File: src/rtl/alu_pkg.sv
// Shared ALU definitions: control codes, legality check and the
// arbiter FSM state encoding.
package alu_pkg;

    localparam logic [3:0] ALU_AND  = 4'b0000;
    localparam logic [3:0] ALU_OR   = 4'b0001;
    localparam logic [3:0] ALU_ADD  = 4'b0010;
    localparam logic [3:0] ALU_SUB  = 4'b0110;
    localparam logic [3:0] ALU_SLT  = 4'b0111;
    localparam logic [3:0] ALU_NOR  = 4'b1100;
    localparam logic [3:0] ALU_IDLE = 4'b1111;

    typedef enum logic [1:0] {
        ST_IDLE = 2'd0,
        ST_EXEC = 2'd1,
        ST_RESP = 2'd2
    } state_t;

    function automatic logic is_legal_op(input logic [3:0] op);
        return op inside {ALU_AND, ALU_OR, ALU_ADD,
                          ALU_SUB, ALU_SLT, ALU_NOR};
    endfunction

endpackage

File: src/rtl/rr_arb2.sv
// Two-way round-robin picker; on a tie the port not granted last wins.
module rr_arb2 (
    input  logic [1:0] valid_i,
    input  logic       last_i,
    output logic [1:0] grant_o
);

    always_comb begin
        grant_o = 2'b00;
        unique case (valid_i)
            2'b01:   grant_o = 2'b01;
            2'b10:   grant_o = 2'b10;
            2'b11:   grant_o = last_i ? 2'b01 : 2'b10;
            default: grant_o = 2'b00;
        endcase
    end

endmodule

File: src/rtl/alu_arbiter.sv
// Round-robin sequencer sharing one ALU between two requesters,
// one operation in flight, registered response per port.
module alu_arbiter
    import alu_pkg::*;
#(
    parameter int XLEN = 32
) (
    input  logic            clk,
    input  logic            reset,
    input  logic [1:0]      req_valid,
    output logic [1:0]      req_ready,
    input  logic [3:0]      req_op0,
    input  logic [3:0]      req_op1,
    input  logic [XLEN-1:0] req_a0,
    input  logic [XLEN-1:0] req_b0,
    input  logic [XLEN-1:0] req_a1,
    input  logic [XLEN-1:0] req_b1,
    output logic [1:0]      rsp_valid,
    input  logic [1:0]      rsp_ready,
    output logic [XLEN-1:0] rsp_result,
    output logic            rsp_zero,
    output logic            rsp_err,
    output logic [XLEN-1:0] alu_a,
    output logic [XLEN-1:0] alu_b,
    output logic [3:0]      alu_ctrl,
    input  logic [XLEN-1:0] alu_result
);

    state_t          state_q, state_d;
    logic [3:0]      op_q, op_d;
    logic [XLEN-1:0] a_q, a_d;
    logic [XLEN-1:0] b_q, b_d;
    logic [XLEN-1:0] res_q, res_d;
    logic            gnt_q, gnt_d;
    logic            last_q, last_d;
    logic            zero_q, zero_d;
    logic            err_q, err_d;

    logic [1:0]      pick;
    logic [3:0]      sel_op;
    logic [XLEN-1:0] sel_a;
    logic [XLEN-1:0] sel_b;

    rr_arb2 u_arb (
        .valid_i (req_valid),
        .last_i  (last_q),
        .grant_o (pick)
    );

    assign sel_op = pick[1] ? req_op1 : req_op0;
    assign sel_a  = pick[1] ? req_a1  : req_a0;
    assign sel_b  = pick[1] ? req_b1  : req_b0;

    always_comb begin
        state_d   = state_q;
        op_d      = op_q;
        a_d       = a_q;
        b_d       = b_q;
        res_d     = res_q;
        gnt_d     = gnt_q;
        last_d    = last_q;
        zero_d    = zero_q;
        err_d     = err_q;
        req_ready = 2'b00;
        unique case (state_q)
            ST_IDLE: begin
                req_ready = pick;
                if (|pick) begin
                    gnt_d  = pick[1];
                    last_d = pick[1];
                    op_d   = sel_op;
                    a_d    = sel_a;
                    b_d    = sel_b;
                    if (is_legal_op(sel_op)) begin
                        err_d   = 1'b0;
                        state_d = ST_EXEC;
                    end else begin
                        // Illegal code bypasses the ALU entirely
                        err_d   = 1'b1;
                        res_d   = '0;
                        zero_d  = 1'b1;
                        state_d = ST_RESP;
                    end
                end
            end
            ST_EXEC: begin
                res_d   = alu_result;
                zero_d  = (alu_result == '0);
                state_d = ST_RESP;
            end
            ST_RESP: begin
                if (rsp_ready[gnt_q]) state_d = ST_IDLE;
            end
            default: state_d = ST_IDLE;
        endcase
        if (reset) req_ready = 2'b00;
    end

    always_ff @(posedge clk) begin
        if (reset) begin
            state_q <= ST_IDLE;
            op_q    <= ALU_IDLE;
            a_q     <= '0;
            b_q     <= '0;
            res_q   <= '0;
            gnt_q   <= 1'b0;
            last_q  <= 1'b1;
            zero_q  <= 1'b0;
            err_q   <= 1'b0;
        end else begin
            state_q <= state_d;
            op_q    <= op_d;
            a_q     <= a_d;
            b_q     <= b_d;
            res_q   <= res_d;
            gnt_q   <= gnt_d;
            last_q  <= last_d;
            zero_q  <= zero_d;
            err_q   <= err_d;
        end
    end

    assign rsp_valid  = (state_q == ST_RESP) ? {gnt_q, ~gnt_q} : 2'b00;
    assign rsp_result = res_q;
    assign rsp_zero   = zero_q;
    assign rsp_err    = err_q;
    assign alu_a      = (state_q == ST_EXEC) ? a_q  : '0;
    assign alu_b      = (state_q == ST_EXEC) ? b_q  : '0;
    assign alu_ctrl   = (state_q == ST_EXEC) ? op_q : ALU_IDLE;

endmodule
File: config.mk
export PLATFORM = sky130hd
export DESIGN_NAME = alu_arbiter
export DESIGN_NICKNAME = d
export VERILOG_FILES = /design/src/rtl/alu_pkg.sv /design/src/rtl/rr_arb2.sv /design/src/rtl/alu_arbiter.sv
export SDC_FILE = /design/constraint.sdc
export NUM_CORES = 1
export LEC_CHECK = 0
export ABC_AREA = 0
export CAP_MARGIN = 25
export CORE_MARGIN = 10
export CORE_UTILIZATION = 35
export DETAILED_ROUTE_END_ITERATION = 6
export GPL_ROUTABILITY_DRIVEN = 0
export PLACE_DENSITY = 0.87
export SYNTH_ARGS = -nofsm -noshare
export SYNTH_HDL_FRONTEND = slang
export SYNTH_SLANG_ARGS = --single-unit
File: constraint.sdc
create_clock -name clk -period 1.6 [get_ports clk]
set_input_delay 0.32 -clock clk [delete_from_list [all_inputs] [get_ports clk]]
set_output_delay 0.32 -clock clk [all_outputs]
set_load 0.005 [all_outputs]
== Word level (Yosys, flattened, before mapping) ==
Index checks and enable logic that the tools add are counted.

* Logic and storage cells: 57
* Memory bits (writable): 0
* ROM bits: 0
* Output and inout port bits: 106
* Input port bits: 174
* Memories: 0
* Register bits: 106
* Latch bits: 0

* Reduce and logical (&&, ||, !) cells: 9
* Shifts and indexed selects: 0
* $lt $le $gt $ge: 1
* Bitwise logic cells: 1
* Multiply operators: 0
* Equality and inequality tests: 13
* Muxes and demuxes: 24
* Add/subtract/negate cells: 0
* Div/mod/pow operators: 0

{| class="wikitable"
|+ Operator list
! cell !! count
|-
| 32-bit two-way mux || 6
|-
| 32-bit case mux with 2 select lines || 1
|-
| 32-bit zero test || 1
|-
| 2-bit two-way mux || 7
|-
| 2-bit case mux with 3 select lines || 2
|-
| 4-bit by 3-bit equality test with 1-bit output, second input constant || 2
|-
| 4-bit two-way mux || 2
|-
| 2-bit equality test, second input constant || 3
|-
| 2-bit inequality test, second input constant || 3
|-
| 6-bit nonzero test || 1
|-
| 1-bit two-way mux || 5
|-
| 2-bit by 1-bit equality test with 1-bit output, second input constant || 2
|-
| 4-bit by 1-bit equality test with 1-bit output, second input constant || 1
|-
| 4-bit by 2-bit equality test with 1-bit output, second input constant || 1
|-
| 4-bit equality test, second input constant || 1
|-
| 4-bit zero test || 1
|-
| 2-bit AND reduction || 2
|-
| 3-bit AND reduction || 1
|-
| 2-bit zero test || 1
|-
| 1-bit by 2-bit < comparator with 1-bit output, second input constant || 1
|-
| 1-bit case mux with 2 select lines || 1
|-
| 2-bit nonzero test || 1
|-
| 2-bit OR reduction || 1
|-
| 1-bit NOT || 1
|}

== Depth between registers and ports, before layout ==
Gate-level depths: netlist of the first run.

* Word-level depth: 8
* Mapped depth: 6
* Gate-level depth less buffers: 4

== Hierarchy ==
A second synthesis of the first run with hierarchy kept.

* Cells, all modules: 574
* Area, all modules: 4923.5 sq um

{| class="wikitable"
|+ Modules (own cells, without submodules)
! module !! cells each !! area each (sq um) !! times used !! seq. area each (sq um)
|-
| alu_arbiter || 571 || 4904.7 || 1 || 2122.0
|-
| rr_arb2 || 3 || 18.8 || 1 || 0.0
|}

== Least setup slack after synthesis of the first run ==
Ideal clock, no wire load.

* Path type: flip-flop to output port
* From: reg state_q[0]
* To: out alu_a[12]
* Required time: 1.280 ns
* Cell stages (with the launch flop): 6
* Path buffers: 2
* Data arrival time: 1.218 ns
* Setup slack: 0.062 ns
* Cells stage by stage: dfxtp_1 > inv_2 > nor2_1 > clkbuf_1 > clkbuf_1 > and2_1

* Longest elaborated chain between the ends: 2

{| class="wikitable"
|+ RTL lines
! item !! RTL line !! text
|-
| start: declaration || alu_arbiter.sv:29 || <nowiki>state_t state_q, state_d;</nowiki>
|-
| start signal: assignment || alu_arbiter.sv:111 || <nowiki>state_q <= state_d;</nowiki>
|-
| 2-bit by 1-bit equality test with 1-bit output || alu_arbiter.sv:127 || <nowiki>assign alu_a = (state_q == ST_EXEC) ? a_q : '0;</nowiki>
|-
| 32-bit two-way mux || alu_arbiter.sv:127 ||
|-
| end: declaration || alu_arbiter.sv:23 || <nowiki>output logic [XLEN-1:0] alu_a,</nowiki>
|}

No other way between the ends.

== Worst setup path after layout of the first run ==
* From: reg state_q[0]
* To: out alu_b[12]

* Longest elaborated chain between the ends: 2

{| class="wikitable"
|+ RTL lines
! item !! RTL line !! text
|-
| 2-bit by 1-bit equality test with 1-bit output || alu_arbiter.sv:128 || <nowiki>assign alu_b = (state_q == ST_EXEC) ? b_q : '0;</nowiki>
|-
| 32-bit two-way mux || alu_arbiter.sv:128 ||
|-
| end: declaration || alu_arbiter.sv:24 || <nowiki>output logic [XLEN-1:0] alu_b,</nowiki>
|}

No other way between the ends.

==> out/qor.txt, run 1 <==
R2R Setup Slk = -0.19 ns
Sequential share of power = 36.8%
Average size of a mapped cell = 8.59 um^2
Switching share of power = 31.0%
Post-route clock period utilization = 113%
IO Port Bufs = 279
RSZ-0062 raised after global routing = true
Power per standard cell area = 831 nW/um^2
Chip height = 141 um
Largest net degree at the start of global routing = 46
Syn Inst Count = 593
Worst-path clk slew = 0.08 ns
Initial antenna violation count = 1
Final Power = 0.00834 W
Vias in the first global route = 6,076
Share of cells above drive strength 1 = 37.8%
Die X = 141 um
Max H-tree Level = 3
Max clock buf depth = 2
DP Worst Slack = -0.642 ns
IO Count = 280
CP max stage delay = 0.34 ns
Slowest-stage cell, CP = dfxtp_2
Die area = 19,800 um^2
Yosys reg bits = 106
Skew-Pair Late Insertion Delay = 0.35 ns
Violated checks = setup timing
Worst path required time = 1.28 ns
Asr flop ratio synth = 0%
HP Class = input pin to flop
Tightest Pin Transition = 0.509 ns
Post-route insts no fill = 1,122
Overflow after GRT = 0
Synthesized area = 5100 um^2
Final worst setup slack = -0.210 ns
Max-cap violations = 0
Antenna-violating nets left = 0
Final worst path period need = 1.81 ns
P_sw = 0.00259 W
Post-placement cell area = 8500 um^2
Max-slew violation count = 0
Post-synth EDFFs = 0
Number of remaining DRC errors = 0
Main synth FF type = dfxtp_1
Layout Utilization = 69.6%
Status = finished with violations
Core Region = 14,400 um^2
Crit end category = output pin
Max Clk Rate = 553 MHz
# fillers = 1,034
Area Growth Syn to Fin = 96.9%
Internal = 0.00575 W
Routed WL = 24,200 um
Final hold violations = 0
Clock power frac = 25.7%
Placed insts = 1,055
Crit Path Max Fanout = 7
TritonCTS Sinks = 106
Net Count, Synth = 767
Via-to-Cell Ratio = 5.54
Ys Warns = 0
Pleak = 3.98 nW
Dpl hpwl = 15,200 um
Share of the yosys chip area belonging to registers = 41.6%
Worst slew margin = 66.0%
Library cells used by synthesis = 39
Finished Cell Area = 10,000 um^2
Router iterations before antenna repair = 5
Starting DRT DRC Count = 309
Global-route wire length before repair = 33,500 um
CTS tree = done
Tot GR Track Use = 20.8%
Starting density of the core = 35.3%
Routed WL per cell = 21.5 um
Final Skew = 0.00851 ns
Crit path cell chain = inv_2, nor2_4, buf_6, buf_16, buf_8, and2_4, buf_6
Critical Path Start Type = flop
Vias = 6,217
Top delay family on crit path = buffers and inverters
Crit path DAT = 1.49 ns
Final setup fails = 135
Num CTS Buffers = 9
Core Rows = 44
VDD IR max = 0.469 mV
CP bufs+invs = 5
Critical path type = flop to output pin
Clk root buf = clkbuf_16
Comb power frac = 37.5%
Most frequent CP cell = buf_6
Layout Nets = 1,106
==> cells in the final DEF, fill, tap and decap left out, types with 8 or more instances in the layout <==
master / instances
a21oi_1: 57
buf_4: 49
and2_1: 38
nor4_1: 8
dlymetal6s2s_1: 9
buf_2: 44
o21ai_2: 31
dfxtp_1: 98
o221ai_1: 10
clkdlybuf4s50_1: 187
buf_6: 51
buf_12: 20
dlygate4sd2_1: 9
nand2_1: 74
clkbuf_16: 17
a22oi_1: 33
o221ai_2: 53
a21oi_2: 12
nand2b_1: 32
and2_4: 26
==> final timing paths <==
path,start,to,cells past startpoint
max,state_q[0]$_SDFFE_PP0P_,alu_b[12],7
min,reset,last_q$_SDFFE_PP1P_,3
max reg2reg,state_q[1]$_SDFFE_PP0P_,a_q[5]$_SDFFE_PP0P_,9
min reg2reg,b_q[11]$_SDFFE_PP0P_,b_q[11]$_SDFFE_PP0P_,2
==> stage by stage <==
stage	hold WS, ns	setup TNS (ns)
2_1_floorplan	0.427	0
3_3_place_gp	0.433	-62.39
3_5_place_dp	0.440	-67.26
4_1_cts	0.295	-10.10
5_1_grt	0.349	-23.49
6_report	0.335	-14.56
==> synth_stat cells (3+ instances only) <==
cell / instances / area, um^2
o21ai_0: 4 / 20.0
o221ai_1: 64 / 561
and2_1: 64 / 400
clkbuf_1: 29 / 109
o21ai_2: 20 / 175
o21ai_1: 10 / 50.1
buf_6: 3 / 33.8
a21oi_1: 69 / 345
a22oi_1: 34 / 255
nor3b_1: 3 / 22.5
nor4_1: 9 / 56.3
a211oi_1: 3 / 22.5
a211o_1: 4 / 35.0
buf_2: 23 / 115
nor2_1: 7 / 26.3
inv_1: 3 / 11.3
nand2_1: 74 / 278
dfxtp_1: 106 / 2120
nand2b_1: 32 / 200
buf_1: 3 / 11.3
or3_1: 4 / 25.0
==> flip-flops by register name (all words and copies together) (netlist names) <==
name	cells
a_q	32
b_q	32
rsp_result	32
op_q	4
state_q	2
gnt_q	1
last_q	1
rsp_err	1
rsp_zero	1
==> power groups by stage <==
stage	clock network [W]	registers (W)	logic (W)
floorplan	0	0.00308	0.000947
global placement	0	0.00309	0.00215
detailed placement	0	0.00311	0.00219
CTS	0.00218	0.00305	0.00254
global route	0.00228	0.00310	0.00330
finish	0.00214	0.00307	0.00313
==> tightest hold or removal path, cell delays in order <==
cell,delay (ns)
buf_4,0.13
buf_4,0.11
a221o_1,0.09
==> layout make-up <==
class,count,area (um^2),area share [%]
inverter,4,15.0,0.150
sequential,106,2140,21.3
multi-input combinational,423,3300,32.9
tap,184,230,2.29
antenna,1,2.50,0.0249
clock buffer,9,225,2.24
clock inverter,7,52.6,0.524
timing repair buffer,388,4070,40.6
==> metal layers <==
layer,share of wire (%),vias to the layer above,track usage [%]
li1,-,2865,-
met1,38,3015,23.4
met2,49,285,35.2
met3,9.9,50,7.49
met4,3.2,2,8.32
met5,0.037,-,0
==> cell families after synthesis <==
family / after synthesis / synth area share [%]
AO/OA/AOI/OAI: 215 / 30.2
XOR/XNOR: 2 / 0.344
AND/OR/NAND/NOR: 205 / 21.7
multiplexers: 1 / 0.196
flip-flops: 106 / 41.6
buffers and inverters: 64 / 5.87
==> timing repair <==
action,in CTS,in global routing
endpoints found under the setup margin,169,176
hold buffers,0,0
resized for setup,335,177
setup buffers,22,13
gates cloned,9,9
pin swaps,20,101
No activity file was read; power rests on OpenSTA's default activity.
==> inputs of run 2 (changes only) <==
--- a/config.mk
+++ b/config.mk
@@ -12,6 +12,7 @@
 export DETAILED_ROUTE_END_ITERATION = 6
 export GPL_ROUTABILITY_DRIVEN = 0
 export PLACE_DENSITY = 0.87
+export SETUP_SLACK_MARGIN = 0.05
 export SYNTH_ARGS = -nofsm -noshare
 export SYNTH_HDL_FRONTEND = slang
 export SYNTH_SLANG_ARGS = --single-unit
==> out/qor.txt, run 2 (synthesized netlist as in run 1, its figures left out) <==
Critical Path Start Type = flop
WHS = 0.336 ns (+0.000715 ns)
Crit end category = output pin
Core Rows = 44 (unchanged)
Routed WL per cell = 23.4 um (+8.6%)
IO Port Bufs = 279 (unchanged)
Most frequent CP cell = buf_6
Global-route wire length before repair = 35,100 um (+4.7%)
Clk root buf = clkbuf_16
Max H-tree Level = 3 (unchanged)
Top delay family on crit path = buffers and inverters
Max-slew violation count = 0 (unchanged)
Cell depth of the worst setup path = 6 (-1)
Die area = 19,800 um^2 (unchanged)
Largest net degree at the start of global routing = 46 (unchanged)
Overflow after GRT = 0 (unchanged)
Max-cap violations = 0 (unchanged)
Routed WL = 26,400 um (+9.1%)
Via-to-Cell Ratio = 5.62 (+1.4%)
Post-route clock period utilization = 113% (about the same)
Layout Nets = 1,111 (+0.45%)
Commonest non-fill, non-tap cell in the layout = clkdlybuf4s50_1
Max clock buf depth = 2 (unchanged)
RSZ-0062 raised after global routing = true
Share of cells above drive strength 1 = 42.1% (+4.4 points)
Pleak = 4.26 nW (+7.1%)
CP max stage delay = 0.38 ns (+0.04 ns)
Worst hold path cell count = 3 (unchanged)
Tot GR Track Use = 21.9% (+1.1 points)
Final worst setup slack = -0.211 ns (-0.00167 ns)
CP bufs+invs = 4 (-1)
Final setup fails = 90 (-33%)
Max Clk Rate = 552 MHz (about the same)
Final Skew = 0.00951 ns (+0.00100 ns)
TritonCTS Sinks = 106 (unchanged)
Final hold violations = 0 (unchanged)
Hold-fix buffers, CTS = 0 (unchanged)
Crit path cell chain = nor2_4, buf_6, buf_16, buf_8, and2_4, buf_6
Initial antenna violation count = 2 (+1)
Tightest Pin Transition = 0.474 ns (-0.0348 ns)
Most frequent cells in the layout = 162 x clkdlybuf4s50_1, 91 x dfxtp_1, 74 x nand2_1, 62 x buf_6, 61 x a21oi_1
Num CTS Buffers = 9 (unchanged)
Crit path DAT = 1.49 ns (about the same)
Area Growth Syn to Fin = 105%
DP Worst Slack = -0.642 ns (unchanged)
Worst-path clk slew = 0.08 ns (about the same)
Die X = 141 um (unchanged)
Worst path required time = 1.28 ns (about the same)
Antenna-violating nets left = 0 (unchanged)
HP Class = input pin to flop
Dpl hpwl = 15,200 um (unchanged)
Skew-Pair Late Insertion Delay = 0.35 ns (about the same)
Status = finished with violations
Vias in the first global route = 6,299 (+3.7%)
VDD IR max = 0.543 mV (+16%)
Post-route insts no fill = 1,127 (+0.45%)
Crit Path Max Fanout = 7 (unchanged)
Critical path type = flop to output pin
Core Region = 14,400 um^2 (unchanged)
Number of remaining DRC errors = 0 (unchanged)
IO Count = 280 (unchanged)
Placed insts = 1,055 (unchanged)
Router iterations before antenna repair = 4 (-1)
Final worst path period need = 1.81 ns (+0.00167 ns)
Violated checks = setup timing
Starting density of the core = 35.3% (unchanged)
Chip height = 141 um (unchanged)
Vias = 6,335 (+1.9%)
Starting DRT DRC Count = 233 (-25%)
Power per standard cell area = 821 nW/um^2 (-1.2%)
Worst slew margin = 68.4% (+2.3 points)
CTS tree = done
Slowest-stage cell, CP = dfxtp_4
Cells on worst reg2reg path = 9 (unchanged)
Layout Utilization = 72.4% (+2.8 points)
run 2: cell types whose count changed in the layout (fill, tap and decap cells not counted), sizes merged:
cell	change
dlymetal6s2s	+4
clkdlybuf4s50	-25
dlygate4sd2	+20
bufbuf	-1
buf	+4
clkbuf	+2
clkdlybuf4s15	+1
run 2: worst register-to-register path, cell delays in order (launching register included):
cell	delay, ns
dfxtp_4	0.38
buf_6	0.12
buf_6	0.12
nor3_4	0.20
buf_6	0.14
buf_12	0.12
buf_12	0.13
buf_12	0.13
o221ai_2	0.09
a21oi_1	0.17
run 2: report_power, final:
part           leakage [nW]  switching, W  internal, W
logic                  3.24       0.00145      0.00188
registers             0.877      0.000167      0.00291
clock network         0.137       0.00108      0.00107
run 2: path summary, 6_finish.rpt:
kind / from / end / slack (ns)
max: state_q[1]$_SDFFE_PP0P_ / alu_b[3] / -0.21
min reg2reg: b_q[11]$_SDFFE_PP0P_ / b_q[11]$_SDFFE_PP0P_ / 0.45
min: reset / last_q$_SDFFE_PP1P_ / 0.34
max reg2reg: state_q[1]$_SDFFE_PP0P_ / a_q[19]$_SDFFE_PP0P_ / -0.06
run 2: layer usage:
| layer | GRT usage [%] | part of all wire (%) |
|---|---|---|
| met5 | 0 | 0.034 |
| met4 | 10.3 | 3.4 |
| met3 | 7.96 | 8.9 |
| met2 | 37.0 | 51 |
| met1 | 24.0 | 37 |
run 2: cell type report:
| cell class | instances | area [um^2] |
|---|---|---|
| inverter | 4 | 17.5 |
| clock inverter | 7 | 52.6 |
| sequential | 106 | 2150 |
| tap | 184 | 230 |
| fill | 989 | 3980 |
| clock buffer | 9 | 225 |
| multi-input combinational | 423 | 3440 |
| timing repair buffer | 393 | 4320 |
| antenna | 1 | 2.50 |
run 2: what timing repair did:
| action | CTS | global route |
|---|---|---|
| setup endpoints to repair | 205 | 183 |
| hold endpoints to repair | 0 | 0 |
| resized for setup | 400 | 196 |
| pin swaps | 68 | 69 |
| cloned | 15 | 12 |
| buffers inserted | 31 | 3 |
run 2: per-stage QoR:
stage / area, um^2 / power (W) / setup TNS, ns
finish: 10400 / 0.00857 / -10.04
floorplan: 5100 / 0.00403 / 0
global placement: 8500 / 0.00524 / -62.39
CTS: 9510 / 0.00814 / -10.30
global route: 10400 / 0.00890 / -17.15
detailed placement: 8500 / 0.00530 / -67.26
==> patch: new RTL, flow settings as in run 1 <==
Re-encode `state_t` (3 states) as one-hot, 3 bits wide.
--- a/src/rtl/alu_pkg.sv
+++ b/src/rtl/alu_pkg.sv
@@ -10,10 +10,10 @@
     localparam logic [3:0] ALU_NOR  = 4'b1100;
     localparam logic [3:0] ALU_IDLE = 4'b1111;
 
-    typedef enum logic [1:0] {
-        ST_IDLE = 2'd0,
-        ST_EXEC = 2'd1,
-        ST_RESP = 2'd2
+    typedef enum logic [2:0] {
+        ST_IDLE = 3'b001,
+        ST_EXEC = 3'b010,
+        ST_RESP = 3'b100
     } state_t;
 
     function automatic logic is_legal_op(input logic [3:0] op);
Check against the original RTL: same outputs for any inputs over 4 cycles, from zero or initial values and one cycle with reset high; so few cycles prove little.
==> patch against run 1 <==
The flow still finishes with violations (setup timing). Synthesized cell count grew 3.0%. Wire length grew 7.7%. Sequential share of layout area shrank 2.2 points. Critical endpoint is now alu_b[29]. Total power grew 10%. Worst hold slack gained 130 ps. Setup slack lost 240 ps. Via count grew 1.4%. Area after synthesis grew 20%. Sequential cell count grew 1. Final area grew 12%.
==> patch: results (changes against run 1) <==
Finish
  • Share of layout cells above drive strength 1: 46.1% (+8.3 points)
  • Area Growth Syn to Fin: 83.3%
  • Nets: 1130 (+2.2%)
  • Ant. Diodes: 0 (-1)
  • Fillcell total: 1274 (+23%)

STA
  • Setup ws final: -451 ps (-241 ps)
  • Clock Skews: 10.7 ps (+2.19 ps)
  • Least-Margin Pin Slew: 665 ps (+156 ps)
  • Finish-stage setup viols: 175 (+30%)

Power and ir drop
  • Switching Share: 31.5% (+0.53 points)
  • Leak: 4.24 nW (+6.6%)
  • Clk power: 2.33 mW (+9%)

Outcome
  • Failing checks: setup timing
  • Run status: complete, but fails checks

Global routing
  • Vias in the first global route: 6607 (+8.7%)
  • First-pass GRT wire length: 38.7 mm (+16%)
  • Initial antenna violation count: 0 (-1)
  • Tot GR Track Use: 20.9% (+0.032 points)
  • Largest net degree at the start of global routing: 100 (+120%)

Place
  • Pre-CTS WS: -646 ps (-4.65 ps)
  • Placed inst area: 9350 sq um (+9.9%)
  • Post-DP HPWL: 16.1 mm (+6.0%)

Yosys
  • Synthesized Nets: 785 (+2.3%)
  • Sequential fraction of the synthesis area: 34.9% (-6.7 points)
  • Top cells by area, synth: dfxtp_1 35%, o221ai_2 15%, a21oi_2 8.6%
  • Netlist cell types: 47 (+21%)
  • Synth cell count leaders: 107 x dfxtp_1, 69 x nand2_1, 64 x and2_1

Clocking
  • CTS resizes: 433 (+29%)
  • Clock Tree Buf Depth: 2 (unchanged)
  • H-tree lvl count: 3 (unchanged)
  • Setup bufs post-CTS: 45 (+100%)

Detailed routing
  • Wirelength per Cell: 21.9 um (+1.9%)
  • Via density: 5.32 (-4.1%)
  • 1st-iter DRT viols: 256 (-17%)

Critical path
  • CP Data Arrival Time: 1730 ps (+240 ps)
  • Path depth of the worst reg2reg path: 10 (+1)
  • Crit-path slowest cell: dfxtp_4
  • CP max stage delay: 370 ps (+30 ps)

Worst hold path
  • Hold Crit Depth: 2 (-1)
==> patch: logic make-up (layout without fill, tap and decap cells) <==
| logic type | count (synthesis) | count (layout) | synth area share [%] |
|---|---|---|---|
| xor+xnor | 2 | 2 | 0.285 |
| compound gates | 190 | 190 | 34.5 |
| flops | 107 | 107 | 34.9 |
| simple gates | 211 | 211 | 20.1 |
| mux | 2 | 2 | 0.326 |
| buf+inv | 99 | 449 | 9.89 |
==> patch: final timing paths <==
check	start	end	slack, ps
setup / recovery	state_q[2]$_SDFFE_PP0P_	alu_b[29]	-450
setup reg to reg	state_q[1]$_SDFFE_PP0P_	b_q[3]$_SDFFE_PP0P_	-340
hold reg to reg	a_q[27]$_SDFFE_PP0P_	a_q[27]$_SDFFE_PP0P_	460
hold / removal	a_q[27]$_SDFFE_PP0P_	a_q[27]$_SDFFE_PP0P_	460
==> patch: routing by layer <==
layer  part of all wire (%)  vias to the layer above  track usage [%]  wire length [um]
li1                       -                     2928                -                 -
met1                     38                     3057             23.6             10000
met2                     50                      275             35.7             13100
met3                    8.2                       44             7.00              2130
met4                    3.1                        0             7.67               805
met5                      0                        -                0                 0
==> patch: area by class of cell <==
| class | instances | area share [%] |
|---|---|---|
| Sequential cell | 107 | 19.1 |
| Tap cell | 225 | 2.50 |
| Multi-Input combinational cell | 405 | 34.9 |
| Inverter | 34 | 1.13 |
| Clock inverter | 3 | 0.411 |
| Timing Repair Buffer | 399 | 39.7 |
| Clock buffer | 13 | 2.22 |
==> patch: metrics by stage <==
step	std cells	hold WS [ps]	setup TNS, ps
after floorplan	611	426	-190
after global placement	1106	436	-71890
after detailed placement	1106	446	-76950
after CTS	1188	459	-46880
after global routing	1186	484	-54290
final	1186	464	-44200
